## src/rtl/mod_sub_serial_pkg.sv

```systemverilog
// Shared field-arithmetic package.
//   N_FE         : field element width in bits
//   FE_P         : modulus 2^255 - 19
//   fe_t         : field element type
//   msub_state_t : serial modular subtractor sequencing states
package icarus_pkg;

    localparam int unsigned N_FE = 256;

    localparam logic [N_FE-1:0] FE_P =
        256'h7fffffff_ffffffff_ffffffff_ffffffff_ffffffff_ffffffff_ffffffff_ffffffed;

    typedef logic [N_FE-1:0] fe_t;

    typedef enum logic [1:0] {
        IDLE = 2'd0,
        SUB  = 2'd1,
        FIX  = 2'd2,
        DONE = 2'd3
    } msub_state_t;

endpackage

```

## src/rtl/mod_sub_serial_if.sv

```systemverilog
// Operand/result handshake bundle for the serial modular subtractor.
//   in_valid/in_ready   : operand handshake (a, b)
//   out_valid/out_ready : result handshake (res)
//   busy                : subtractor is working on an operation
// master = requester side, slave = subtractor side.
interface mod_sub_serial_if #(
    parameter int unsigned N = icarus_pkg::N_FE
);
    logic         in_valid;
    logic         in_ready;
    logic [N-1:0] a;
    logic [N-1:0] b;
    logic         out_valid;
    logic         out_ready;
    logic [N-1:0] res;
    logic         busy;

    modport master (
        output in_valid, a, b, out_ready,
        input  in_ready, out_valid, res, busy
    );

    modport slave (
        input  in_valid, a, b, out_ready,
        output in_ready, out_valid, res, busy
    );
endinterface

```

## src/rtl/mod_sub_serial_addsub.sv

```systemverilog
// W-bit limb adder/subtractor with carry chaining.
//   ctrl : 1 = a - b - cin (cin/cout are borrows), 0 = a + b + cin (carries)
//   a, b : limb operands
//   cin  : incoming carry or borrow
//   sum  : limb result
//   cout : outgoing carry or borrow
module limb_addsub #(
    parameter int unsigned W = 32
) (
    input  logic         ctrl,
    input  logic [W-1:0] a,
    input  logic [W-1:0] b,
    input  logic         cin,
    output logic [W-1:0] sum,
    output logic         cout
);
    logic [W:0] full;

    // Subtraction is a + ~b + ~borrow_in; the adder carry-out is then ~borrow_out.
    always_comb begin
        full = {1'b0, a} + {1'b0, b ^ {W{ctrl}}} + {{W{1'b0}}, cin ^ ctrl};
        sum  = full[W-1:0];
        cout = full[W] ^ ctrl;
    end
endmodule

```

## src/rtl/mod_sub_serial.sv

```systemverilog
// Sequential modular subtractor: res = (a - b) mod P, one W-bit limb per cycle.
//   clk, rst : clock, synchronous active-high reset
//   bus      : slave side of mod_sub_serial_if (in_valid/in_ready/a/b,
//              out_valid/out_ready/res, busy)
// Flow: IDLE -> SUB (K limbs) -> FIX (K limbs, only on underflow) -> DONE -> IDLE.
module mod_sub_serial
    import icarus_pkg::*;
#(
    parameter int unsigned N = N_FE,
    parameter int unsigned W = 32,
    parameter logic [N-1:0] P = FE_P
) (
    input  logic                clk,
    input  logic                rst,
    mod_sub_serial_if.slave     bus
);
    localparam int unsigned K    = N / W;
    localparam int unsigned IDXW = (K > 1) ? $clog2(K) : 1;

    msub_state_t     state_q, state_d;
    logic [N-1:0]    a_q, b_q, res_q;
    logic [IDXW-1:0] idx_q;
    logic            carry_q;
    logic            out_valid_q;

    logic            ctrl;
    logic [W-1:0]    op_a, op_b, sum;
    logic            cout;
    logic            last_limb;

    assign last_limb = (idx_q == IDXW'(K - 1));

    // One adder serves both phases: SUB takes a/b limbs, FIX takes res/P limbs.
    always_comb begin
        ctrl = (state_q == SUB);
        op_a = ctrl ? a_q[idx_q*W +: W] : res_q[idx_q*W +: W];
        op_b = ctrl ? b_q[idx_q*W +: W] : P[idx_q*W +: W];
    end

    limb_addsub #(.W(W)) u_addsub (
        .ctrl (ctrl),
        .a    (op_a),
        .b    (op_b),
        .cin  (carry_q),
        .sum  (sum),
        .cout (cout)
    );

    always_comb begin
        state_d = state_q;
        case (state_q)
            IDLE: if (bus.in_valid)                state_d = SUB;
            SUB:  if (last_limb)                   state_d = cout ? FIX : DONE;
            FIX:  if (last_limb)                   state_d = DONE;
            DONE: if (out_valid_q && bus.out_ready) state_d = IDLE;
            default:                               state_d = IDLE;
        endcase
    end

    always_ff @(posedge clk) begin
        if (rst) begin
            state_q     <= IDLE;
            a_q         <= '0;
            b_q         <= '0;
            res_q       <= '0;
            idx_q       <= '0;
            carry_q     <= 1'b0;
            out_valid_q <= 1'b0;
        end else begin
            state_q <= state_d;
            case (state_q)
                IDLE: begin
                    if (bus.in_valid) begin
                        a_q     <= bus.a;
                        b_q     <= bus.b;
                        idx_q   <= '0;
                        carry_q <= 1'b0;
                    end
                end
                SUB, FIX: begin
                    res_q[idx_q*W +: W] <= sum;
                    idx_q               <= last_limb ? '0 : idx_q + 1'b1;
                    // Borrow must not leak into FIX; FIX's final carry is dropped too.
                    carry_q             <= last_limb ? 1'b0 : cout;
                end
                DONE: begin
                    // out_valid rises one cycle after entering DONE and falls on the accept.
                    out_valid_q <= !(out_valid_q && bus.out_ready);
                end
                default: ;
            endcase
        end
    end

    assign bus.in_ready  = (state_q == IDLE);
    assign bus.out_valid = out_valid_q;
    assign bus.res       = res_q;
    assign bus.busy      = (state_q == SUB) || (state_q == FIX);
endmodule

```

## src/flat_wrapper.sv

```systemverilog
// flat-port wrapper written by rule: the top's interface ports become plain ports
module mod_sub_serial_flat import icarus_pkg::*;
#(
    parameter int unsigned N = N_FE,
    parameter int unsigned W = 32,
    parameter logic [N-1:0] P = FE_P
)
  (clk, rst, bus_in_valid, bus_a, bus_b, bus_out_ready, bus_in_ready, bus_out_valid, bus_res, bus_busy);
  mod_sub_serial_if #(.N(N)) bus_i ();
  input  logic clk;
  input  logic rst;
  input wire logic [$bits(bus_i.in_valid)-1:0] bus_in_valid;
  input wire logic [$bits(bus_i.a)-1:0] bus_a;
  input wire logic [$bits(bus_i.b)-1:0] bus_b;
  input wire logic [$bits(bus_i.out_ready)-1:0] bus_out_ready;
  output wire logic [$bits(bus_i.in_ready)-1:0] bus_in_ready;
  output wire logic [$bits(bus_i.out_valid)-1:0] bus_out_valid;
  output wire logic [$bits(bus_i.res)-1:0] bus_res;
  output wire logic [$bits(bus_i.busy)-1:0] bus_busy;
  assign bus_i.in_valid = bus_in_valid;
  assign bus_i.a = bus_a;
  assign bus_i.b = bus_b;
  assign bus_i.out_ready = bus_out_ready;
  assign bus_in_ready = bus_i.in_ready;
  assign bus_out_valid = bus_i.out_valid;
  assign bus_res = bus_i.res;
  assign bus_busy = bus_i.busy;
  mod_sub_serial #(.N(N), .W(W), .P(P)) u_core (.clk(clk), .rst(rst), .bus(bus_i));
endmodule
```

## config.mk

```make
export PLATFORM = sky130hd
export DESIGN_NAME = mod_sub_serial_flat
export DESIGN_NICKNAME = d
export VERILOG_FILES = /design/src/rtl/mod_sub_serial_pkg.sv /design/src/rtl/mod_sub_serial_if.sv /design/src/rtl/mod_sub_serial_addsub.sv /design/src/rtl/mod_sub_serial.sv /design/src/flat_wrapper.sv
export SDC_FILE = /design/constraint.sdc
export NUM_CORES = 2
export LEC_CHECK = 0
export ABC_CLOCK_PERIOD_IN_PS = 14550
export CAP_MARGIN = 20
export CORE_MARGIN = 8
export CORE_UTILIZATION = 30
export CTS_CLUSTER_SIZE = 30
export DETAILED_ROUTE_END_ITERATION = 7
export DONT_BUFFER_PORTS = 1
export PLACE_DENSITY = 0.44
export SYNTH_ARGS = -nofsm -noshare
export SYNTH_HDL_FRONTEND = slang
export SYNTH_HIERARCHICAL = 1
export SYNTH_SLANG_ARGS = --single-unit
```

## constraint.sdc

```tcl
create_clock -name clk -period 14.55 [get_ports clk]
set_clock_uncertainty 0.1 [all_clocks]
set_input_delay 1.455 -clock clk [delete_from_list [all_inputs] [get_ports clk]]
set_output_delay 1.455 -clock clk [all_outputs]
set_load 0.02 [all_outputs]
```

==> results.md <==
- Outcome: finished, violations left
- Failing checks: slew limit
- Endpoints failing setup: 0
- Ys flop type: dfxtp_1
- CP Max Fanout: 78
- CP Capture Type: register
- Die area: 130000 µm²
- Area growth from synthesis to layout: 11.3%
- Hold Fails Final Rpt: 0
- Layout cell share with drive strength beyond 1: under 10%
- Bufs and invs on worst path: 4
- Max-cap viol count: 0
- Fin area: 39500 µm²
- Synth Area in Adders: between 1.5 and 2%
- Post-cts resize count: 0
- Startpoint Class: register
- Yosys reg bits: 775
- Unique masters post-synth: a little under 70
- Fin cells: ~5700
- Clk buf depth: 3
- Worst setup path class: reg2reg
- Ys async rst share: 0%
- Total negative slack: 0 ns
- Initial antenna violation count: 19
- Gp weighted congestion: 0.889
- Global-route wire length before repair: 236000 µm
- Worst hold endpoint: u_core/b_q[85]
- Synthesized instance count: roughly 4300
- Multi-input gate area: 18400 µm²
- Iter 0 DRT Violations: ~3400
- Worst reg2reg path depth: 15
- DR vias: 31000
- Most common cell after layout, fill and taps aside: nand2_1
- Most frequent cells in the layout: nand2_1, dfxtp_1, a21oi_1
- Main combinational cell family by area after synthesis: simple AND/OR/NAND/NOR gates
- Synth Area in XOR/XNOR: 1.46%
- Placed Instances: 5494
- Register area: 15500 µm²
- WP depth: 15
- Clk_lat worst skew: 0.70 ns
- Slew @ Worst Pin: 2.27 ns
- Vias per std cell: 5.45
- Fmax: 0.135 GHz
- Fillers: between 10000 and 15000
- GRT Util Overall: 24.9%
- DP Area: about 36000 µm²
- Hold Startpoint: u_core/b_q[85]
- Max Slew Vio Count: 486
- Root Driver: clkbuf_16
- DP Wirelength: ~130000 µm
- Crit path DAT: 7.88 ns
- Leakage: 13.5 nW
- Pin count of the biggest net entering global routing: between 700 and 800
- Peak supply drop: 296 µV
- Initial core utilization: a little under a third
- Num CTS Buffers: between 90 and 100
- Clock period minus final worst setup slack: 7.39 ns
- Slowest CP cell: xor2_1
- Final period util: 50.8%
- Cts hold-fix bufs: 0
- H-tree depth: 3
- Worst reg-to-reg setup slack: 7.16 ns
- TritonCTS clock tree: done
- Cell Pwr Density: 261 nW/µm²
- Core area: 118000 µm²
- Simple-gate share of the synthesized area: roughly 20%
- Vert. Die Dim: 360 µm
- Register area share after synthesis: 43.7%
- FP Rows: 126
- CP top delay family: compound AO/OA/AOI/OAI gates
- Hold path cells: 2
- Netlist Area Pre-Place: 35500 µm²
- Post-route DRC: 0
- Clk sink count: 775
- Critical-path cell list: inv_1, ha_4, buf_12, buf_4, mux2i_1, a221oi_1, o21ai_0, o21ai_0, ha_1, a221o_1, o31a_2, xor2_1, buf_4, nand3_1, a21oi_1
- Ys Warns: 6
- Post-Route WL: 171000 µm
- Die width: 360 µm
- Compound-Gate Fraction of Synth Area: 14.5%
- Port bufs: 0
- Fin nets: 4611
- RSZ-0062 raised after global routing: false
- WL/cell: 30.0 µm
- Largest stage delay, worst path: between 1 and 1.5 ns
- Synthesized area per cell: 8.26 µm²
- Number of synthesized flops with an enable pin: 0
- Total gr overflow: 0
- Mux contribution to synthesized area: approximately 13%
- Reg2reg end: u_core/bus.res[237]
- I/O pins: roughly 780
- Min-Delay Path Class: reg2reg
- WHS: 0.351 ns
- Setup repair bufs after CTS: 0
- Vias in the first global route: 30100
- Max transition margin: -51.1%
- Number of routed nets with antenna violations: 0
- CP Data Required Time: ~15 ns
- Drt pass-1 iters: 6
- R2r startpoint: u_core/state_q[1]
- CTS clk-pin slew, worst paths: roughly 0.060 ns
- Mapped Nets: a little under 5000
## cell usage after synthesis, types with 11 or more instances
library cell	instances	area (µm²)
buf_1	19	71.3
mux2_2	12	135
a221oi_1	22	193
buf_4	11	82.6
xor2_1	43	377
nand2_1	1335	5010
clkbuf_1	303	1140
nand3_1	265	1330
dfxtp_1	775	15500
mux2i_1	132	1320
nand3b_1	22	165
a221o_1	14	140
buf_2	60	300
a31oi_1	18	113
xnor2_1	16	140
mux4_2	147	3310
nor2_1	86	323
a21o_1	14	105
a21oi_1	751	3760
inv_1	11	41.3
o221ai_1	13	114
o21ai_0	70	350
ha_1	41	513
## cells by family (layout without fill, tap and decap cells)
logic type | Yosys count | in the layout
other | 0 | 16
AND/OR/NAND/NOR | 1768 | 1768
buffers and inverters | 414 | 248
AO/OA/AOI/OAI | 944 | 944
adder cells (fa/ha/maj) | 43 | 43
XOR/XNOR | 59 | 59
multiplexers | 291 | 291
flip-flops | 775 | 775
## routing by layer
| layer | vias up | wire length (µm) | global-route usage [%] |
|---|---|---|---|
| met5 | - | 13 | 0 |
| met4 | 2 | 6780 | 9.58 |
| met3 | 247 | 12600 | 6.13 |
| met2 | 1248 | 81500 | 41.6 |
| met1 | 15200 | 69700 | 30.9 |
| li1 | 14300 | - | - |
## state kept, by name, summed over array words and instances, names as in the netlist
signal and flops:
u_core/bus.out_valid 1, u_core/state_q 2, u_core/a_q 256, u_core/bus.res 256, u_core/idx_q 3, u_core/carry_q 1
u_core/b_q 256
## power breakdown
part / switching (mW) / leakage (nW) / total [mW] / internal, mW
clock network: 0.975 / 1.46 / 2.30 / 1.32
logic: 3.88 / 5.70 / 5.36 / 1.48
registers: 0.219 / 6.33 / 2.64 / 2.42
## how the worst max path moves through the flow
| stage | end | start | slack, ns |
|---|---|---|---|
| final | u_core/bus.res[237] | u_core/state_q[1] | 7.16 |
| after global routing | u_core/bus.res[82] | u_core/state_q[1] | 7.16 |
| after CTS | u_core/bus.res[82] | u_core/state_q[1] | 7.52 |
| after detailed placement | u_core/bus.res[178] | u_core/state_q[1] | 7.55 |
| after global placement | u_core/bus.res[174] | u_core/idx_q[0] | 7.36 |
| after floorplan | u_core/bus.res[178] | u_core/idx_q[0] | 9.83 |
## area by class of cell
| cell class | count | share of cell area (%) |
|---|---|---|
| Timing Repair Buffer | 66 | 1.39 |
| Multi-Input combinational cell | 3105 | 46.6 |
| Tap cell | 1536 | 4.87 |
| Clock inverter | 25 | 0.757 |
| Inverter | 13 | 0.124 |
| Clock buffer | 144 | 6.79 |
| Antenna cell | 16 | 0.101 |
| Sequential cell | 775 | 39.3 |
## metrics by stage
step / total power, mW / setup WS (ns) / utilization, %
after floorplan: 5.49 / 9.83 / -
after global placement: 7.88 / 7.36 / 30.9
after detailed placement: 7.94 / 7.55 / 31.0
after CTS: 10.3 / 7.52 / 33.5
after global routing: 10.6 / 7.16 / 33.5
final: 10.3 / 7.16 / 33.6
## worst reg2reg max path, delay by kind of cell, from the launching register on
family	cells	cell delay [ns]
compound gates	6	2.55
xor+xnor	1	1.03
fa+ha+maj	2	0.85
buf+inv	4	1.98
flops	1	0.34
mux	1	0.31
simple gates	1	0.12
Power figures use the tool's default switching activity.
